**src/rtl/nab_axil_pkg.sv**
```systemverilog
// Shared register map and response codes for the bridge AXI4-Lite register file.
package nab_axil_pkg;

  localparam int unsigned REG_IDX_W = 3;
  localparam int unsigned AUX_W     = 16;

  typedef logic [REG_IDX_W-1:0] reg_idx_t;

  localparam reg_idx_t REG_CTRL    = 3'd0;
  localparam reg_idx_t REG_NET_OUT = 3'd1;
  localparam reg_idx_t REG_CFG0    = 3'd2;
  localparam reg_idx_t REG_CFG1    = 3'd3;
  localparam reg_idx_t REG_AUX0    = 3'd4;
  localparam reg_idx_t REG_AUX1    = 3'd5;
  localparam reg_idx_t REG_AUX2    = 3'd6;
  localparam reg_idx_t REG_AUX3    = 3'd7;

  localparam logic [1:0] RESP_OKAY   = 2'b00;
  localparam logic [1:0] RESP_SLVERR = 2'b10;

  // Bit k set means register k is host-writable.
  localparam logic [7:0] REG_RW_MASK = 8'b0000_1101;

  // True when the decoded word index names a writable register.
  function automatic logic is_rw(input reg_idx_t idx);
    return REG_RW_MASK[idx];
  endfunction

endpackage

```
**src/rtl/nab_axil_wstrb_merge.sv**
```systemverilog
// Byte-enable merge of a register's current value with incoming write data.
module nab_axil_wstrb_merge #(
  parameter int unsigned DATA_W = 32
) (
  input  logic [DATA_W-1:0]   old_i,
  input  logic [DATA_W-1:0]   wdata_i,
  input  logic [DATA_W/8-1:0] wstrb_i,
  output logic [DATA_W-1:0]   merged_c_o
);

  localparam int unsigned STRB_W = DATA_W / 8;

  // Take each enabled byte from the write data, keep the rest.
  always_comb begin
    merged_c_o = old_i;
    for (int unsigned b = 0; b < STRB_W; b++) begin
      if (wstrb_i[b]) begin
        merged_c_o[8*b +: 8] = wdata_i[8*b +: 8];
      end
    end
  end

endmodule

```
**src/rtl/nab_axil_regfile.sv**
```systemverilog
// AXI4-Lite responder exposing control/config registers and read-only status to the bridge.
module nab_axil_regfile
  import nab_axil_pkg::*;
#(
  parameter int unsigned ADDR_W   = 9,
  parameter int unsigned DATA_W   = 32,
  parameter int unsigned NUM_REGS = 8
) (
  input  logic                S_AXI_ACLK,
  input  logic                S_AXI_ARESETN,
  input  logic [ADDR_W-1:0]   S_AXI_AWADDR,
  input  logic                S_AXI_AWVALID,
  output logic                S_AXI_AWREADY,
  input  logic [DATA_W-1:0]   S_AXI_WDATA,
  input  logic [DATA_W/8-1:0] S_AXI_WSTRB,
  input  logic                S_AXI_WVALID,
  output logic                S_AXI_WREADY,
  output logic [1:0]          S_AXI_BRESP,
  output logic                S_AXI_BVALID,
  input  logic                S_AXI_BREADY,
  input  logic [ADDR_W-1:0]   S_AXI_ARADDR,
  input  logic                S_AXI_ARVALID,
  output logic                S_AXI_ARREADY,
  output logic [DATA_W-1:0]   S_AXI_RDATA,
  output logic [1:0]          S_AXI_RRESP,
  output logic                S_AXI_RVALID,
  input  logic                S_AXI_RREADY,
  output logic [DATA_W-1:0]   ctrl_reg,
  output logic [DATA_W-1:0]   cfg0_reg,
  output logic [DATA_W-1:0]   cfg1_reg,
  output logic                ctrl_wr_pulse,
  input  logic [DATA_W-1:0]   net_out,
  input  logic [63:0]         aux_data
);

  localparam int unsigned IDX_W = $clog2(NUM_REGS);

  logic              awready_q, awready_d;
  logic              bvalid_q, bvalid_d;
  logic [1:0]        bresp_q, bresp_d;
  logic              pulse_q, pulse_d;
  logic              arready_q, arready_d;
  logic              rvalid_q, rvalid_d;
  logic [1:0]        rresp_q, rresp_d;
  logic [DATA_W-1:0] rdata_q, rdata_d;
  logic [DATA_W-1:0] ctrl_q, ctrl_d;
  logic [DATA_W-1:0] cfg0_q, cfg0_d;
  logic [DATA_W-1:0] cfg1_q, cfg1_d;

  logic [IDX_W-1:0]  widx_c, ridx_c;
  logic              waddr_ok_c, raddr_ok_c;
  logic [DATA_W-1:0] ctrl_merge_c, cfg0_merge_c, cfg1_merge_c;
  logic [DATA_W-1:0] rmux_c;

  // Word decode: only aligned addresses inside the 8-word window are in range.
  assign widx_c     = S_AXI_AWADDR[IDX_W+1:2];
  assign ridx_c     = S_AXI_ARADDR[IDX_W+1:2];
  assign waddr_ok_c = (S_AXI_AWADDR[ADDR_W-1:IDX_W+2] == '0) && (S_AXI_AWADDR[1:0] == 2'b00);
  assign raddr_ok_c = (S_AXI_ARADDR[ADDR_W-1:IDX_W+2] == '0) && (S_AXI_ARADDR[1:0] == 2'b00);

  nab_axil_wstrb_merge #(.DATA_W(DATA_W)) u_merge_ctrl (
    .old_i(ctrl_q), .wdata_i(S_AXI_WDATA), .wstrb_i(S_AXI_WSTRB), .merged_c_o(ctrl_merge_c)
  );
  nab_axil_wstrb_merge #(.DATA_W(DATA_W)) u_merge_cfg0 (
    .old_i(cfg0_q), .wdata_i(S_AXI_WDATA), .wstrb_i(S_AXI_WSTRB), .merged_c_o(cfg0_merge_c)
  );
  nab_axil_wstrb_merge #(.DATA_W(DATA_W)) u_merge_cfg1 (
    .old_i(cfg1_q), .wdata_i(S_AXI_WDATA), .wstrb_i(S_AXI_WSTRB), .merged_c_o(cfg1_merge_c)
  );

  // Write channel: ready pulse, register update on the ready cycle, then the held response.
  always_comb begin
    awready_d = 1'b0;
    bvalid_d  = bvalid_q;
    bresp_d   = bresp_q;
    pulse_d   = 1'b0;
    ctrl_d    = ctrl_q;
    cfg0_d    = cfg0_q;
    cfg1_d    = cfg1_q;
    if (S_AXI_AWVALID && S_AXI_WVALID && !bvalid_q && !awready_q) begin
      awready_d = 1'b1;
    end
    if (awready_q) begin
      bvalid_d = 1'b1;
      bresp_d  = waddr_ok_c ? RESP_OKAY : RESP_SLVERR;
      if (waddr_ok_c && is_rw(widx_c)) begin
        case (widx_c)
          REG_CTRL: ctrl_d = ctrl_merge_c;
          REG_CFG0: cfg0_d = cfg0_merge_c;
          REG_CFG1: cfg1_d = cfg1_merge_c;
          default:  ;
        endcase
      end
      if (waddr_ok_c && (widx_c == REG_CTRL)) begin
        pulse_d = 1'b1;
      end
    end else if (bvalid_q && S_AXI_BREADY) begin
      bvalid_d = 1'b0;
    end
  end

  // Read source select; read-only inputs are taken live at the capture edge.
  always_comb begin
    rmux_c = '0;
    case (ridx_c)
      REG_CTRL:    rmux_c = ctrl_q;
      REG_NET_OUT: rmux_c = net_out;
      REG_CFG0:    rmux_c = cfg0_q;
      REG_CFG1:    rmux_c = cfg1_q;
      REG_AUX0:    rmux_c = DATA_W'(aux_data[0*AUX_W +: AUX_W]);
      REG_AUX1:    rmux_c = DATA_W'(aux_data[1*AUX_W +: AUX_W]);
      REG_AUX2:    rmux_c = DATA_W'(aux_data[2*AUX_W +: AUX_W]);
      REG_AUX3:    rmux_c = DATA_W'(aux_data[3*AUX_W +: AUX_W]);
      default:     rmux_c = '0;
    endcase
  end

  // Read channel: ready pulse, data capture on the ready cycle, then the held response.
  always_comb begin
    arready_d = S_AXI_ARVALID && !rvalid_q && !arready_q;
    rvalid_d  = rvalid_q;
    rdata_d   = rdata_q;
    rresp_d   = rresp_q;
    if (arready_q) begin
      rvalid_d = 1'b1;
      rdata_d  = raddr_ok_c ? rmux_c : '0;
      rresp_d  = raddr_ok_c ? RESP_OKAY : RESP_SLVERR;
    end else if (rvalid_q && S_AXI_RREADY) begin
      rvalid_d = 1'b0;
    end
  end

  // State registers with synchronous active-low reset.
  always_ff @(posedge S_AXI_ACLK) begin
    if (!S_AXI_ARESETN) begin
      awready_q <= 1'b0;
      bvalid_q  <= 1'b0;
      bresp_q   <= 2'b00;
      pulse_q   <= 1'b0;
      arready_q <= 1'b0;
      rvalid_q  <= 1'b0;
      rresp_q   <= 2'b00;
      rdata_q   <= '0;
      ctrl_q    <= '0;
      cfg0_q    <= '0;
      cfg1_q    <= '0;
    end else begin
      awready_q <= awready_d;
      bvalid_q  <= bvalid_d;
      bresp_q   <= bresp_d;
      pulse_q   <= pulse_d;
      arready_q <= arready_d;
      rvalid_q  <= rvalid_d;
      rresp_q   <= rresp_d;
      rdata_q   <= rdata_d;
      ctrl_q    <= ctrl_d;
      cfg0_q    <= cfg0_d;
      cfg1_q    <= cfg1_d;
    end
  end

  assign S_AXI_AWREADY = awready_q;
  assign S_AXI_WREADY  = awready_q;
  assign S_AXI_BVALID  = bvalid_q;
  assign S_AXI_BRESP   = bresp_q;
  assign S_AXI_ARREADY = arready_q;
  assign S_AXI_RVALID  = rvalid_q;
  assign S_AXI_RRESP   = rresp_q;
  assign S_AXI_RDATA   = rdata_q;
  assign ctrl_reg      = ctrl_q;
  assign cfg0_reg      = cfg0_q;
  assign cfg1_reg      = cfg1_q;
  assign ctrl_wr_pulse = pulse_q;

endmodule

```
**config.mk**
```make
export PLATFORM = sky130hd
export DESIGN_NAME = nab_axil_regfile
export DESIGN_NICKNAME = d
export VERILOG_FILES = /design/src/rtl/nab_axil_pkg.sv /design/src/rtl/nab_axil_wstrb_merge.sv /design/src/rtl/nab_axil_regfile.sv
export SDC_FILE = /design/constraint.sdc
export NUM_CORES = 1
export LEC_CHECK = 0
export CORE_MARGIN = 4
export CORE_UTILIZATION = 42
export DETAILED_ROUTE_END_ITERATION = 16
export GPL_ROUTABILITY_DRIVEN = 0
export GPL_TIMING_DRIVEN = 0
export PLACE_DENSITY = 0.8
export SKIP_CTS_REPAIR_TIMING = 1
export SLEW_MARGIN = 20
export SYNTH_ARGS = -nofsm -noshare
export SYNTH_HDL_FRONTEND = slang
export SYNTH_SLANG_ARGS = --single-unit
```
**constraint.sdc**
```tcl
create_clock -name S_AXI_ACLK -period 2.25 [get_ports S_AXI_ACLK]
set_clock_uncertainty 0.15 [all_clocks]
set_input_delay 0.45 -clock S_AXI_ACLK [delete_from_list [all_inputs] [get_ports S_AXI_ACLK]]
set_output_delay 0.45 -clock S_AXI_ACLK [all_outputs]
set_load 0.005 [all_outputs]
```
==> reports/qor.txt, run 1 <==
Status = complete, no violations
Max clock buf depth = 2
Top FF cell, synth = dfxtp_1
Layout Nets = 1,158
CP endpoint kind = register
Commonest cells in the netlist = nand2_1 (139), dfxtp_1 (135), mux2i_1 (131)
Cell taking the most area after synthesis = dfxtp_1
Worst slew pin tran = 0.7296 ns
Ys async rst share = 0%
DR vias = 6,569
Worst slew margin = 51.36%
DP HPWL = 19.46 mm
Worst VDD drop = 372.1 uV
First-pass GRT wire length = 39.07 mm
Minimum clock period = 2.221 ns
Fmax = 450.3 MHz
DRT Wirelength = 25.92 mm
Die footprint = 17,630 um2
Worst-path fanout max = 10
Fin area = 10,290 um2
Max Cap Viol = 0
Inserted Diodes = 0
I/O Buffers = 289
Worst Setup SP = S_AXI_ARADDR[3]
R2R Path Start = S_AXI_AWREADY$_SDFF_PN0_
Crit start category = input pin
Arrival @ worst endpoint = 2.38 ns
Placed cell count = 1,167
Top cells by area, synth = dfxtp_1 (41%), mux2i_1 (20%), nand2_1 (8.0%)
DR WL/cell = 21.58 um
Period utilization = 98.69%
Mean post-synth cell area = 9.488 um2
Endpoints failing setup = 0
Core area = 15,200 um2
CTS tree = done
CTS Buf Count = 17
Fillers = 1,278
# rows = 45
Synth Instances = 689
Final Hold Vio Count = 0
Vias/cell = 5.470
Initial antenna violation count = 0
Initial Util = 43.00%
Vias in the first global route = 6,766
Largest net degree at the start of global routing = 17
# IOs = 295
Chip height = 132.8 um
DRC = 0
Routed Antenna Nets = 0
Grt ovf = 0
GRT Overall Usage = 28.53%
DP Area = 9669 um2
Layout Cells excl Fill = 1,201
YS warnings = 0
Final worst slack = 0.02938 ns
Total power = 5.830 mW
Top-area cell type share of the netlist area = 41.34%
Req. time, crit path = 2.41 ns
Post-synthesis sequential area ratio = 41.34%
Initial DRC Count = 392
Util after Layout = 67.66%
Area Growth Syn to Fin = 57.34%
Die W = 132.8 um
Clk slew on worst S/H paths = 0.06 ns
Mapped Area = 6538 um2
Unique masters post-synth = 48
Worst min-delay path class = reg -> reg
Worst slack, placed = -0.9496 ns
Crit Path Class = in -> reg
CTS root buf = clkbuf_16
Final count of pins violating max slew = 0
Most common cell in the netlist = nand2_1
Htree depth = 4
DR pass1 iterations = 5
Clk_lat worst skew = 0.42 ns
Layout cells sized above 1 = 8.095%
Pleak = 4.443 nW
Post-synthesis register bit count = 135
Hold path start = S_AXI_RDATA[6]$_SDFFE_PN0P_
Clk sinks = 135
EDFF count, synth = 0
Power per cell area = 566.8 nW/um2
[where the power goes]
group	internal, mW	leakage [nW]	switching (mW)
Combinational	0.374	3.07	0.323
Clock	1.71	0.287	1.02
Sequential	2.40	1.09	0.00619
[cells by family after synthesis]
| family | synth area share (%) |
|---|---|
| mux | 20.75 |
| compound gates | 13.53 |
| simple gates | 20.27 |
| flops | 41.34 |
| buf+inv | 4.057 |
| other cells | 0.05736 |
[through the flow]
stage / TNS, ns / hold slack (ns)
finish: 0 / 0.2943
floorplan: 0 / 0.2925
global placement: -52.13 / 0.2834
CTS: -5.253 / 0.2961
global route: -0.005390 / 0.3140
detailed placement: -53.70 / 0.2888
[worst paths after layout]
path | endpoint | slack [ns] | depth (start not counted)
worst max-delay path | S_AXI_RDATA[2]$_SDFFE_PN0P_ | 0.03 | 7
worst min-delay path | S_AXI_RDATA[6]$_SDFFE_PN0P_ | 0.29 | 2
worst max register to register | cfg1_reg[15]$_SDFFE_PN0P_ | 0.34 | 4
worst min register to register | S_AXI_RDATA[6]$_SDFFE_PN0P_ | 0.29 | 2
[worst max-delay path, stage by stage]
cell and delay (ns):
clkdlybuf4s50_1 0.57, buf_2 0.33, clkinvlp_4 0.20, buf_4 0.19
a32oi_1 0.23, o211ai_1 0.18, a22o_1 0.22
[metal layers]
metal,GRT usage (%),vias up,share of wire [%]
li1,-,3094,-
met1,34.07,3130,42
met2,49.04,300,49
met3,8.707,45,7.5
met4,9.296,0,2.2
met5,0,-,0
[placed cells by master (no fill, tap or decap), types with 4 or more instances in the layout]
cell,n
o21a_1,20
clkbuf_8,4
nand2b_1,12
a22o_1,6
o221ai_1,16
nand4_2,6
a22oi_1,9
buf_2,9
a32oi_1,9
mux2i_1,131
buf_1,4
clkbuf_16,17
clkinv_2,4
o21ai_0,13
nand3_1,13
o21ai_1,15
nand3_4,6
nor2b_1,38
o211a_1,4
buf_4,7
dfxtp_1,135
a221oi_1,4
clkbuf_2,5
and4b_1,5
nor2_1,9
clkbuf_1,28
inv_1,4
clkdlybuf4s50_1,289
o211ai_1,9
nand2_1,138
[area by class of cell]
class                      instances  area (um2)  area share, %
buffer                            50       249.0          2.421
clock buffer                      23       478.0          4.647
clock inverter                     8       97.59         0.9488
inverter                           5       22.52         0.2190
multi-input combinational        499        3578          34.79
sequential                       135        2703          26.27
tap                              188       235.2          2.287
timing repair buffer             293        2923          28.42
(Power assumes the default switching activity.)
==> run 2, diff against run 1 <==
--- a/config.mk
+++ b/config.mk
@@ -5,8 +5,9 @@
 export SDC_FILE = /design/constraint.sdc
 export NUM_CORES = 1
 export LEC_CHECK = 0
+export ABC_AREA = 1
 export CORE_MARGIN = 4
-export CORE_UTILIZATION = 42
+export CORE_UTILIZATION = 43
 export DETAILED_ROUTE_END_ITERATION = 16
 export GPL_ROUTABILITY_DRIVEN = 0
 export GPL_TIMING_DRIVEN = 0
==> run 2 against run 1 <==
Net effect: setup slack gained 0.050 ns; critical path depth up 2; wire length increased by 12%; utilization up 2.4 points; highest routed layer unchanged; sequential power hardly changed; first-iteration DRC count increased by 110%; clock power rose by 11%; via count rose by 29%.
==> reports/qor.txt, run 2 <==
EDFF count, synth = 0 (unchanged)
Worst VDD drop = 509.8 uV (was 372.1 uV)
Routed Antenna Nets = 0 (unchanged)
Fmax = 460.6 MHz (was 450.3 MHz)
DRT Wirelength = 29.03 mm (was 25.92 mm)
Arrival @ worst endpoint = 2.34 ns (was 2.38 ns)
CTS Buf Count = 17 (unchanged)
Sw Ratio = 24.11% (was 23.17%)
Top cells by area, synth = dfxtp_1 (40%), nand2_1 (19%), nor2_1 (15%) (was dfxtp_1 (41%), mux2i_1 (20%), nand2_1 (8.0%))
Cell taking the most area after synthesis = dfxtp_1 (unchanged)
RSZ-0062 raised after global routing = true
Clk sinks = 135 (unchanged)
Top FF cell, synth = dfxtp_1 (unchanged)
Top layer in use = met4 (unchanged)
Largest net degree at the start of global routing = 17 (unchanged)
CTS root buf = clkbuf_16 (unchanged)
Clock share of power = 49.7% (was 46.8%)
Initial Util = 44.31% (was 43.00%)
Sum Neg Setup Slack = 0 ns (unchanged)
Clk_lat worst skew = 0.42 ns (about the same)
Most common cell in the netlist = nand2_1 (unchanged)
Detailed-routing wirelength on met1 = 12.03 mm (was 10.76 mm)
Unique masters post-synth = 25 (was 48)
Chip height = 133.9 um (was 132.8 um)
Int Pwr = 4.637 mW (was 4.479 mW)
Synth Instances = 1,109 (was 689)
Net Sw Power = 1.473 mW (was 1.351 mW)
# rows = 45 (unchanged)
Layout cells sized above 1 = 7.197% (was 8.095%)
CP endpoint kind = register (unchanged)
Initial antenna violation count = 1 (was 0)
DR pass1 iterations = 5 (unchanged)
DP HPWL = 21.89 mm (was 19.46 mm)
# IOs = 295 (unchanged)
Crit start category = input pin (unchanged)
Final count of pins violating max slew = 0 (unchanged)
DP Area = 9991 um2 (was 9669 um2)
DRC = 0 (unchanged)
Commonest cells in the netlist = nand2_1 (338), nor2_1 (272), dfxtp_1 (135) (was nand2_1 (139), dfxtp_1 (135), mux2i_1 (131))
I/O Buffers = 291 (was 289)
Comb power frac = 11.0% (was 12.0%)
Initial DRC Count = 812 (was 392)
DR vias = 8,490 (was 6,569)
Post-synthesis sequential area ratio = 39.68% (was 41.34%)
Top-area cell type share of the netlist area = 39.68% (was 41.34%)
Register area = 2704 um2 (was 2703 um2)
Die footprint = 17,920 um2 (was 17,630 um2)
Util after Layout = 70.07% (was 67.66%)
Power per cell area = 567.3 nW/um2 (was 566.8 nW/um2)
Max Cap Viol = 0 (unchanged)
Met2 Routed Length = 13.50 mm (was 12.65 mm)
Mean post-synth cell area = 6.141 um2 (was 9.488 um2)
Vias/cell = 5.124 (was 5.470)
Minimum clock period = 2.171 ns (was 2.221 ns)
Layout Nets = 1,589 (was 1,158)
Mapped Area = 6810 um2 (was 6538 um2)
Core area = 15,370 um2 (was 15,200 um2)
Area Growth Syn to Fin = 58.15% (was 57.34%)
Fillers = 1,318 (was 1,278)
Met3 wire length = 2.521 mm (was 1.945 mm)
Most common cell after layout, fill and taps aside = nand2_1 (was clkdlybuf4s50_1)
Period utilization = 96.48% (was 98.69%)
Post-synthesis register bit count = 135 (unchanged)
Multi-input gate area = 3416 um2 (was 3578 um2)
DR WL/cell = 17.52 um (was 21.58 um)
Final Hold Vio Count = 0 (unchanged)
Vias in the first global route = 8,023 (was 6,766)
YS warnings = 0 (unchanged)
Worst slew margin = 48.26% (was 51.36%)
Max clock buf depth = 2 (unchanged)
Worst min-delay path class = in -> reg (was reg -> reg)
First-pass GRT wire length = 43.53 mm (was 39.07 mm)
Worst slew pin tran = 0.7733 ns (was 0.7296 ns)
CTS tree = done (unchanged)
Clk slew on worst S/H paths = 0.06 ns (about the same)
Worst-path fanout max = 10 (unchanged)
Grt ovf = 0 (unchanged)
Crit Path Class = in -> reg (unchanged)
Commonest non-fill, non-tap cells in the layout = nand2_1 (338), clkdlybuf4s50_1 (290), nor2_1 (272) (was clkdlybuf4s50_1 (289), nand2_1 (138), dfxtp_1 (135))
Status = complete, no violations (unchanged)
Ys async rst share = 0% (unchanged)
Fin area = 10,770 um2 (was 10,290 um2)
Req. time, crit path = 2.42 ns (was 2.41 ns)
Pleak = 5.015 nW (was 4.443 nW)
Die W = 133.9 um (was 132.8 um)
Seq pwr share = 39.3% (was 41.2%)
GRT Overall Usage = 31.02% (was 28.53%)
Htree depth = 4 (unchanged)
Endpoints failing setup = 0 (unchanged)
==> run 2: final cells by class <==
class / instances / area share (%)
timing repair buffer: 304 / 27.97
inverter: 108 / 3.834
multi-input combinational: 805 / 31.71
buffer: 61 / 2.974
clock inverter: 13 / 1.812
antenna: 1 / 0.02323
sequential: 135 / 25.10
clock buffer: 19 / 4.112
tap: 211 / 2.451
==> run 2: kinds of logic after synthesis <==
kind of cell,share of synthesized area (%)
AO/OA/AOI/OAI,6.393
buffers and inverters,10.51
flip-flops,39.68
other,0.05506
AND/OR/NAND/NOR,43.36
==> run 2: final timing paths <==
path	from	endpoint	slack, ns	cells past startpoint
max reg2reg	S_AXI_ARREADY$_SDFF_PN0_	S_AXI_RDATA[11]$_SDFFE_PN0P_	0.28	4
max	S_AXI_ARADDR[2]	S_AXI_RDATA[3]$_SDFFE_PN0P_	0.08	9
min reg2reg	S_AXI_RDATA[6]$_SDFFE_PN0P_	S_AXI_RDATA[6]$_SDFFE_PN0P_	0.30	2
min	S_AXI_ARESETN	ctrl_reg[27]$_SDFFE_PN0P_	0.29	3
==> run 2: power groups by stage <==
stage / registers, mW / logic (mW) / clock network (mW)
6_report: 2.40 / 0.670 / 3.04
5_1_grt: 2.40 / 0.712 / 3.17
4_1_cts: 2.40 / 0.644 / 3.05
3_5_place_dp: 2.46 / 0.639 / 0
3_3_place_gp: 2.46 / 0.637 / 0
2_1_floorplan: 2.45 / 0.219 / 0
==> run 2: routing by layer <==
metal / vias up / GRT usage, %
li1: 4088 / -
met1: 3896 / 40.25
met2: 445 / 49.80
met3: 61 / 7.089
met4: 0 / 13.03
met5: - / 0
==> run 2: worst max-delay path: stages <==
cell and delay [ns]:
clkdlybuf4s50_1 0.49, clkbuf_4 0.25, nand3_4 0.21, clkbuf_4 0.30, nor2_1 0.07, nor3_1 0.31, nand2_1 0.12, nand2_1 0.08
nand2_1 0.05
==> run 2: per-stage QoR <==
step	worst slack, ns	hold WS [ns]	power, mW	cells
final	0.07915	0.2863	6.110	1657
after floorplan	0.5557	0.2851	2.674	1110
after global placement	-0.5453	0.2790	3.092	1612
after detailed placement	-0.5694	0.2891	3.095	1612
after CTS	-0.1418	0.2695	6.095	1644
after global routing	-0.03802	0.2961	6.283	1657
==> run 3, diff against run 2 <==
--- a/config.mk
+++ b/config.mk
@@ -6,6 +6,7 @@
 export NUM_CORES = 1
 export LEC_CHECK = 0
 export ABC_AREA = 1
+export CAP_MARGIN = 5
 export CORE_MARGIN = 4
 export CORE_UTILIZATION = 43
 export DETAILED_ROUTE_END_ITERATION = 16
==> results of run 3 <==
Final layout, timing and power as in run 2 (identical DEF).
